===== src/rtl/seg_scan_ctrl.sv =====
// 6-digit multiplexed 7-segment sequencer: handshake input, iterative double-dabble, atomic commit, prescaled scan.
// Optional leading-zero blanking is enabled by defining SEG_SCAN_LZB_EN.
module seg_scan_ctrl #(
  parameter int SCAN_DIV       = 69_444,
  parameter bit SEG_ACTIVE_LOW = 1'b1
) (
  input  logic        clk_in,
  input  logic        rst_n,
  input  logic        val_valid,
  input  logic [19:0] val_data,
  output logic        val_ready,
  output logic        done,
  output logic        ovf,
  output logic [6:0]  seg,
  output logic [5:0]  sel
);

  typedef enum logic [1:0] {IDLE, CONV, COMMIT} state_t;

  localparam logic [19:0] MAX_VAL   = 20'd999999;
  localparam logic [3:0]  DASH_CODE = 4'hA;
  localparam logic [23:0] DIV_M1    = 24'(SCAN_DIV - 1);
  localparam logic [6:0]  PAT_BLANK = 7'b1111111;

  function automatic logic [23:0] dd_adjust(input logic [23:0] b);
    logic [23:0] r;
    r = b;
    for (int i = 0; i < 6; i++) begin
      if (b[4*i +: 4] >= 4'd5) r[4*i +: 4] = b[4*i +: 4] + 4'd3;
    end
    return r;
  endfunction

  // Active-low pattern; codes above 9 other than DASH render blank.
  function automatic logic [6:0] seg_decode(input logic [3:0] d);
    case (d)
      4'd0:      return 7'b1000000;
      4'd1:      return 7'b1111001;
      4'd2:      return 7'b0100100;
      4'd3:      return 7'b0110000;
      4'd4:      return 7'b0011001;
      4'd5:      return 7'b0010010;
      4'd6:      return 7'b0000010;
      4'd7:      return 7'b1111000;
      4'd8:      return 7'b0000000;
      4'd9:      return 7'b0010000;
      DASH_CODE: return 7'b0111111;
      default:   return PAT_BLANK;
    endcase
  endfunction

  function automatic logic [6:0] seg_polarity(input logic [6:0] p);
    return SEG_ACTIVE_LOW ? p : ~p;
  endfunction

`ifdef SEG_SCAN_LZB_EN
  // Digit k (k>=1) is blanked when it and every digit above it are zero.
  function automatic logic [5:0] lzb_mask(input logic [23:0] b);
    logic [5:0] m;
    logic       seen;
    m    = '0;
    seen = 1'b0;
    for (int i = 5; i >= 1; i--) begin
      if (b[4*i +: 4] != 4'd0) seen = 1'b1;
      m[i] = ~seen;
    end
    return m;
  endfunction

  logic [5:0] blank_q, blank_d;
`endif

  state_t      state_q, state_d;
  logic [19:0] bin_q, bin_d;
  logic [23:0] bcd_q, bcd_d;
  logic [4:0]  cnt_q, cnt_d;
  logic [23:0] disp_q, disp_d;
  logic        ovf_q, ovf_d;
  logic [23:0] presc_q, presc_d;
  logic [2:0]  idx_q, idx_d;
  logic [5:0]  sel_q, sel_d;
  logic [6:0]  seg_q, seg_d;
  logic        tick;
  logic [6:0]  pat;

  always_comb begin
    state_d = state_q;
    bin_d   = bin_q;
    bcd_d   = bcd_q;
    cnt_d   = cnt_q;
    disp_d  = disp_q;
    ovf_d   = ovf_q;
`ifdef SEG_SCAN_LZB_EN
    blank_d = blank_q;
`endif
    case (state_q)
      IDLE: begin
        if (val_valid) begin
          if (val_data > MAX_VAL) begin
            ovf_d   = 1'b1;
            state_d = COMMIT;
          end else begin
            ovf_d   = 1'b0;
            bin_d   = val_data;
            bcd_d   = '0;
            cnt_d   = '0;
            state_d = CONV;
          end
        end
      end
      CONV: begin
        {bcd_d, bin_d} = {dd_adjust(bcd_q), bin_q} << 1;
        cnt_d          = cnt_q + 5'd1;
        if (cnt_q == 5'd19) state_d = COMMIT;
      end
      COMMIT: begin
        // The scanner reads disp_q, so a tick on this edge still shows the old value.
        disp_d  = ovf_q ? {6{DASH_CODE}} : bcd_q;
`ifdef SEG_SCAN_LZB_EN
        blank_d = ovf_q ? 6'b000000 : lzb_mask(bcd_q);
`endif
        state_d = IDLE;
      end
      default: state_d = IDLE;
    endcase
  end

  always_comb begin
    tick    = (presc_q == DIV_M1);
    presc_d = tick ? 24'd0 : presc_q + 24'd1;
    idx_d   = idx_q;
    sel_d   = sel_q;
    seg_d   = seg_q;
    pat     = seg_decode(disp_q[{idx_q, 2'b00} +: 4]);
`ifdef SEG_SCAN_LZB_EN
    if (blank_q[idx_q]) pat = PAT_BLANK;
`endif
    if (tick) begin
      sel_d = ~(6'b000001 << idx_q);
      seg_d = seg_polarity(pat);
      idx_d = (idx_q == 3'd5) ? 3'd0 : idx_q + 3'd1;
    end
  end

  always_ff @(posedge clk_in or negedge rst_n) begin
    if (!rst_n) begin
      state_q <= IDLE;
      bin_q   <= '0;
      bcd_q   <= '0;
      cnt_q   <= '0;
      disp_q  <= '0;
      ovf_q   <= 1'b0;
`ifdef SEG_SCAN_LZB_EN
      blank_q <= 6'b111110;
`endif
      presc_q <= '0;
      idx_q   <= '0;
      sel_q   <= 6'b111111;
      seg_q   <= seg_polarity(PAT_BLANK);
    end else begin
      state_q <= state_d;
      bin_q   <= bin_d;
      bcd_q   <= bcd_d;
      cnt_q   <= cnt_d;
      disp_q  <= disp_d;
      ovf_q   <= ovf_d;
`ifdef SEG_SCAN_LZB_EN
      blank_q <= blank_d;
`endif
      presc_q <= presc_d;
      idx_q   <= idx_d;
      sel_q   <= sel_d;
      seg_q   <= seg_d;
    end
  end

  assign val_ready = (state_q == IDLE);
  assign done      = (state_q == COMMIT);
  assign ovf       = ovf_q;
  assign seg       = seg_q;
  assign sel       = sel_q;

endmodule


===== config.mk =====
export PLATFORM = sky130hd
export DESIGN_NAME = seg_scan_ctrl
export DESIGN_NICKNAME = d
export VERILOG_FILES = /design/src/rtl/seg_scan_ctrl.sv
export SDC_FILE = /design/constraint.sdc
export NUM_CORES = 1
export LEC_CHECK = 0
export BUFFER_PORTS_ARGS = -buffer_cell sky130_fd_sc_hd__buf_2
export CORE_MARGIN = 10
export CORE_UTILIZATION = 60
export CTS_BUF_LIST = sky130_fd_sc_hd__clkbuf_4 sky130_fd_sc_hd__clkbuf_8 sky130_fd_sc_hd__clkbuf_16
export DETAILED_ROUTE_END_ITERATION = 10
export GPL_ROUTABILITY_DRIVEN = 0
export HOLD_SLACK_MARGIN = 0.15
export PLACE_DENSITY = 0.75
export SYNTH_ARGS = -nofsm -noshare
export SYNTH_HDL_FRONTEND = slang
export SYNTH_SLANG_ARGS = --single-unit

===== constraint.sdc =====
create_clock -name clk_in -period 5.5 [get_ports clk_in]
set_clock_uncertainty 0.1 [all_clocks]
set_input_delay 1.1 -clock clk_in [delete_from_list [all_inputs] [get_ports clk_in]]
set_output_delay 1.1 -clock clk_in [all_outputs]
set_load 0.02 [all_outputs]

==> impl_metrics.py <==
metrics = {
    "logic_synthesis": {
        "synth_cell_types": 47,
        "synthTopCellsByArea": "dfrtp_1, o21ai_0, dfstp_2",
        "yosysWarnings": 0,
        "synth_largest_area_cell": "dfrtp_1",
        "synth_edf_count": 0,
        "async_reset_ff_share_pct": 100,
        "synth_top_area_share_pct": 44.3,
        "synth_area_mm2": 0.00582,
        "synth_fp_nets": 625,
        "synth_seq_cells": 116,
        "ys.flop_type": "dfrtp_1",
        "syn_inst": 582,
        "ys_seq_area_share_pct": 50.2,
        "avgSynthCellArea_um2": 9.99,
    },
    "clock_network": {
        "postCtsSetupRepairBufs": 0,
        "cts_root_buf": "clkbuf_8",
        "cts_buffers": 17,
        "cts_max_level": 4,
        "cts_resized": 0,
        "hold_buffers": 0,
        "cts_num_sinks": 116,
        "clock_path_buffers": 2,
        "clkTransAtPathRegs_ns": 0.05,
        "clk_latency_ns": 0.52,
        "cts_tree": "built",
    },
    "cells_and_area": {
        "final_cell_mix": "dfrtp_1, o21ai_0, nand2_1",
        "fill_cells": 703,
        "diodes": 0,
        "layout_commonest_cell": "dfrtp_1",
        "regArea_mm2": 0.00292,
        "final_nets": 653,
        "syn2layout_area_growth_pct": 13.5,
        "multi_input_area_mm2": 0.00269,
        "drive_above_1_share_pct": 16.1,
    },
    "worst_setup_path": {
        "r2r_start": "idx_q[0]",
        "r2r_setup_slack_ns": 2.54,
        "crit_end": "bcd_q[2]",
        "ff2ff_path_depth": 9,
        "endpoint_kind": "register",
        "required_ns": 5.81,
        "critPathLaunchType": "primary input",
        "crit_type": "primary input to register",
        "cp-startpoint": "val_data[8]",
        "reg2reg_to": "seg[5]",
        "worstPathArrival_ns": 3.29,
        "critPathMaxFanout": 41,
    },
    "flow_run": {
        "drv_cap": 0,
    },
    "global_route": {
        "grt_overflow": 0,
        "antenna_found_initial": 0,
        "grt_max_degree": 86,
        "grt_usage_pct": 17.8,
        "grt_pass1_vias": 4370,
        "grt_pass1_wl_um": 20900,
    },
    "timing": {
        "finalMaxSlewViolations": 0,
        "finalSetupViolCount": 0,
        "worst_pin_slew_ns": 1.26,
        "layout_min_cycle_time_ns": 2.98,
        "fin_setup_tns_ns": 0,
        "timing.fmax_mhz": 335,
        "slew_headroom_pct": 15.7,
        "post-route-period-util_pct": 54.2,
        "finalHoldViolations": 0,
        "grt_setup_unrepaired": "no",
    },
    "power": {
        "power_uw": 3250,
        "p_leak_uw": 0.00310,
        "p_per_area_mw_per_mm2": 492,
        "irDropWorstVdd_mv": 0.446,
    },
    "place": {
        "place.detailed.hpwl_um": 7860,
        "port_buffers": 38,
    },
    "drt": {
        "vias": 4324,
        "drt_first_pass_iters": 4,
        "via_per_inst": 5.76,
        "ant_nets": 0,
        "wl_per_cell_um": 16.3,
        "drt_first_iter_violations": 401,
        "routed_wl_um": 12300,
        "drc": 0,
    },
    "floorplanning": {
        "pin_count": 39,
        "core_mm2": 0.00933,
        "die_x_um": 118,
        "rows": 35,
        "start_util_pct": 62.3,
        "die_area_mm2": 0.0140,
        "dieHeight_um": 118,
    },
    "hold_path": {
        "hp-class": "register to register",
    },
    "run_status": {
        "status": "completed",
    },
}
==> sequential cells by signal, summed over array words and instances (netlist names) <==
register	cells
bcd_q	24
disp_q	24
presc_q	24
bin_q	20
seg	7
sel	6
cnt_q	5
idx_q	3
state_q	2
ovf	1
==> metrics by stage <==
step	setup slack (ns)	hold WS [ns]	instance area (um^2)	utilization, %	cells
after floorplan	2.78	0.343	5820	-	582
after global placement	2.07	0.357	6060	64.9	720
after detailed placement	2.00	0.363	6060	64.9	720
after CTS	2.52	0.375	6600	70.8	751
after global routing	2.32	0.389	6600	70.8	751
final	2.52	0.375	6600	70.8	751
==> report_power, final <==
group / switching, uW / leakage, uW / internal, uW
clock network: 375 / 0.000273 / 643
logic: 607 / 0.00132 / 394
registers: 172 / 0.00151 / 1060
total: 1150 / 0.00310 / 2100
==> Yosys cell counts (2+ instances only) <==
cell      count
a21o_1        7
a21oi_1      15
a22o_1       18
a22oi_2       2
a31oi_1       6
and3_1        5
buf_2         5
buf_6         2
clkbuf_1     24
dfrtp_1     103
dfstp_2      13
ha_1         20
inv_1        19
mux2_2        3
mux2i_1      20
mux4_2        4
nand2_1      62
nand2b_1      9
nand3_1      20
nand4_1       3
nor2_1       45
nor2b_1       3
nor3_1       14
nor4_1        5
o21ai_0      81
o221ai_1      2
o22a_1        3
o31ai_1      15
xnor2_1      20
xor2_1       17
==> how the worst min path moves through the flow <==
| stage | start | endpoint | cells past startpoint |
|---|---|---|---|
| after floorplan | disp_q[8] | disp_q[8] | 2 |
| after global placement | disp_q[23] | disp_q[23] | 2 |
| after CTS | disp_q[12] | disp_q[12] | 2 |
| after global routing | disp_q[12] | disp_q[12] | 2 |
| final | disp_q[12] | disp_q[12] | 2 |
| after detailed placement | disp_q[12] | disp_q[12] | 2 |
==> worst max-delay path, stage by stage <==
cell and delay [ns]:
buf_2 0.11, o31ai_1 0.27, a21boi_0 0.15, o211a_1 0.56, or2_2 0.72, a22o_1 0.34
==> area by class of cell <==
type / count / share of cell area, %
inverters: 19 / 1.08
clock buffers: 19 / 6.50
clock inverters: 12 / 1.74
multi-input cells: 415 / 40.8
flip-flops and latches: 116 / 44.2
repair buffers: 41 / 3.26
well taps: 129 / 2.44
==> kinds of logic after synthesis <==
kind of cell | after synthesis | synth area share [%]
AO/OA/AOI/OAI | 154 | 16.4
XOR/XNOR | 37 | 5.57
adder cells (fa/ha/maj) | 20 | 4.30
buffers and inverters | 51 | 3.66
flip-flops | 116 | 50.2
multiplexers | 27 | 5.57
AND/OR/NAND/NOR | 177 | 14.4
==> layer usage <==
metal / vias to the layer above / track usage [%] / part of all wire, %
met5: - / 0 / 0
met4: 0 / 6.26 / 1.2
met3: 13 / 5.14 / 4.4
met2: 77 / 30.4 / 51
met1: 2132 / 21.0 / 44
li1: 2102 / - / -
No activity file was read; power rests on OpenSTA's default activity.
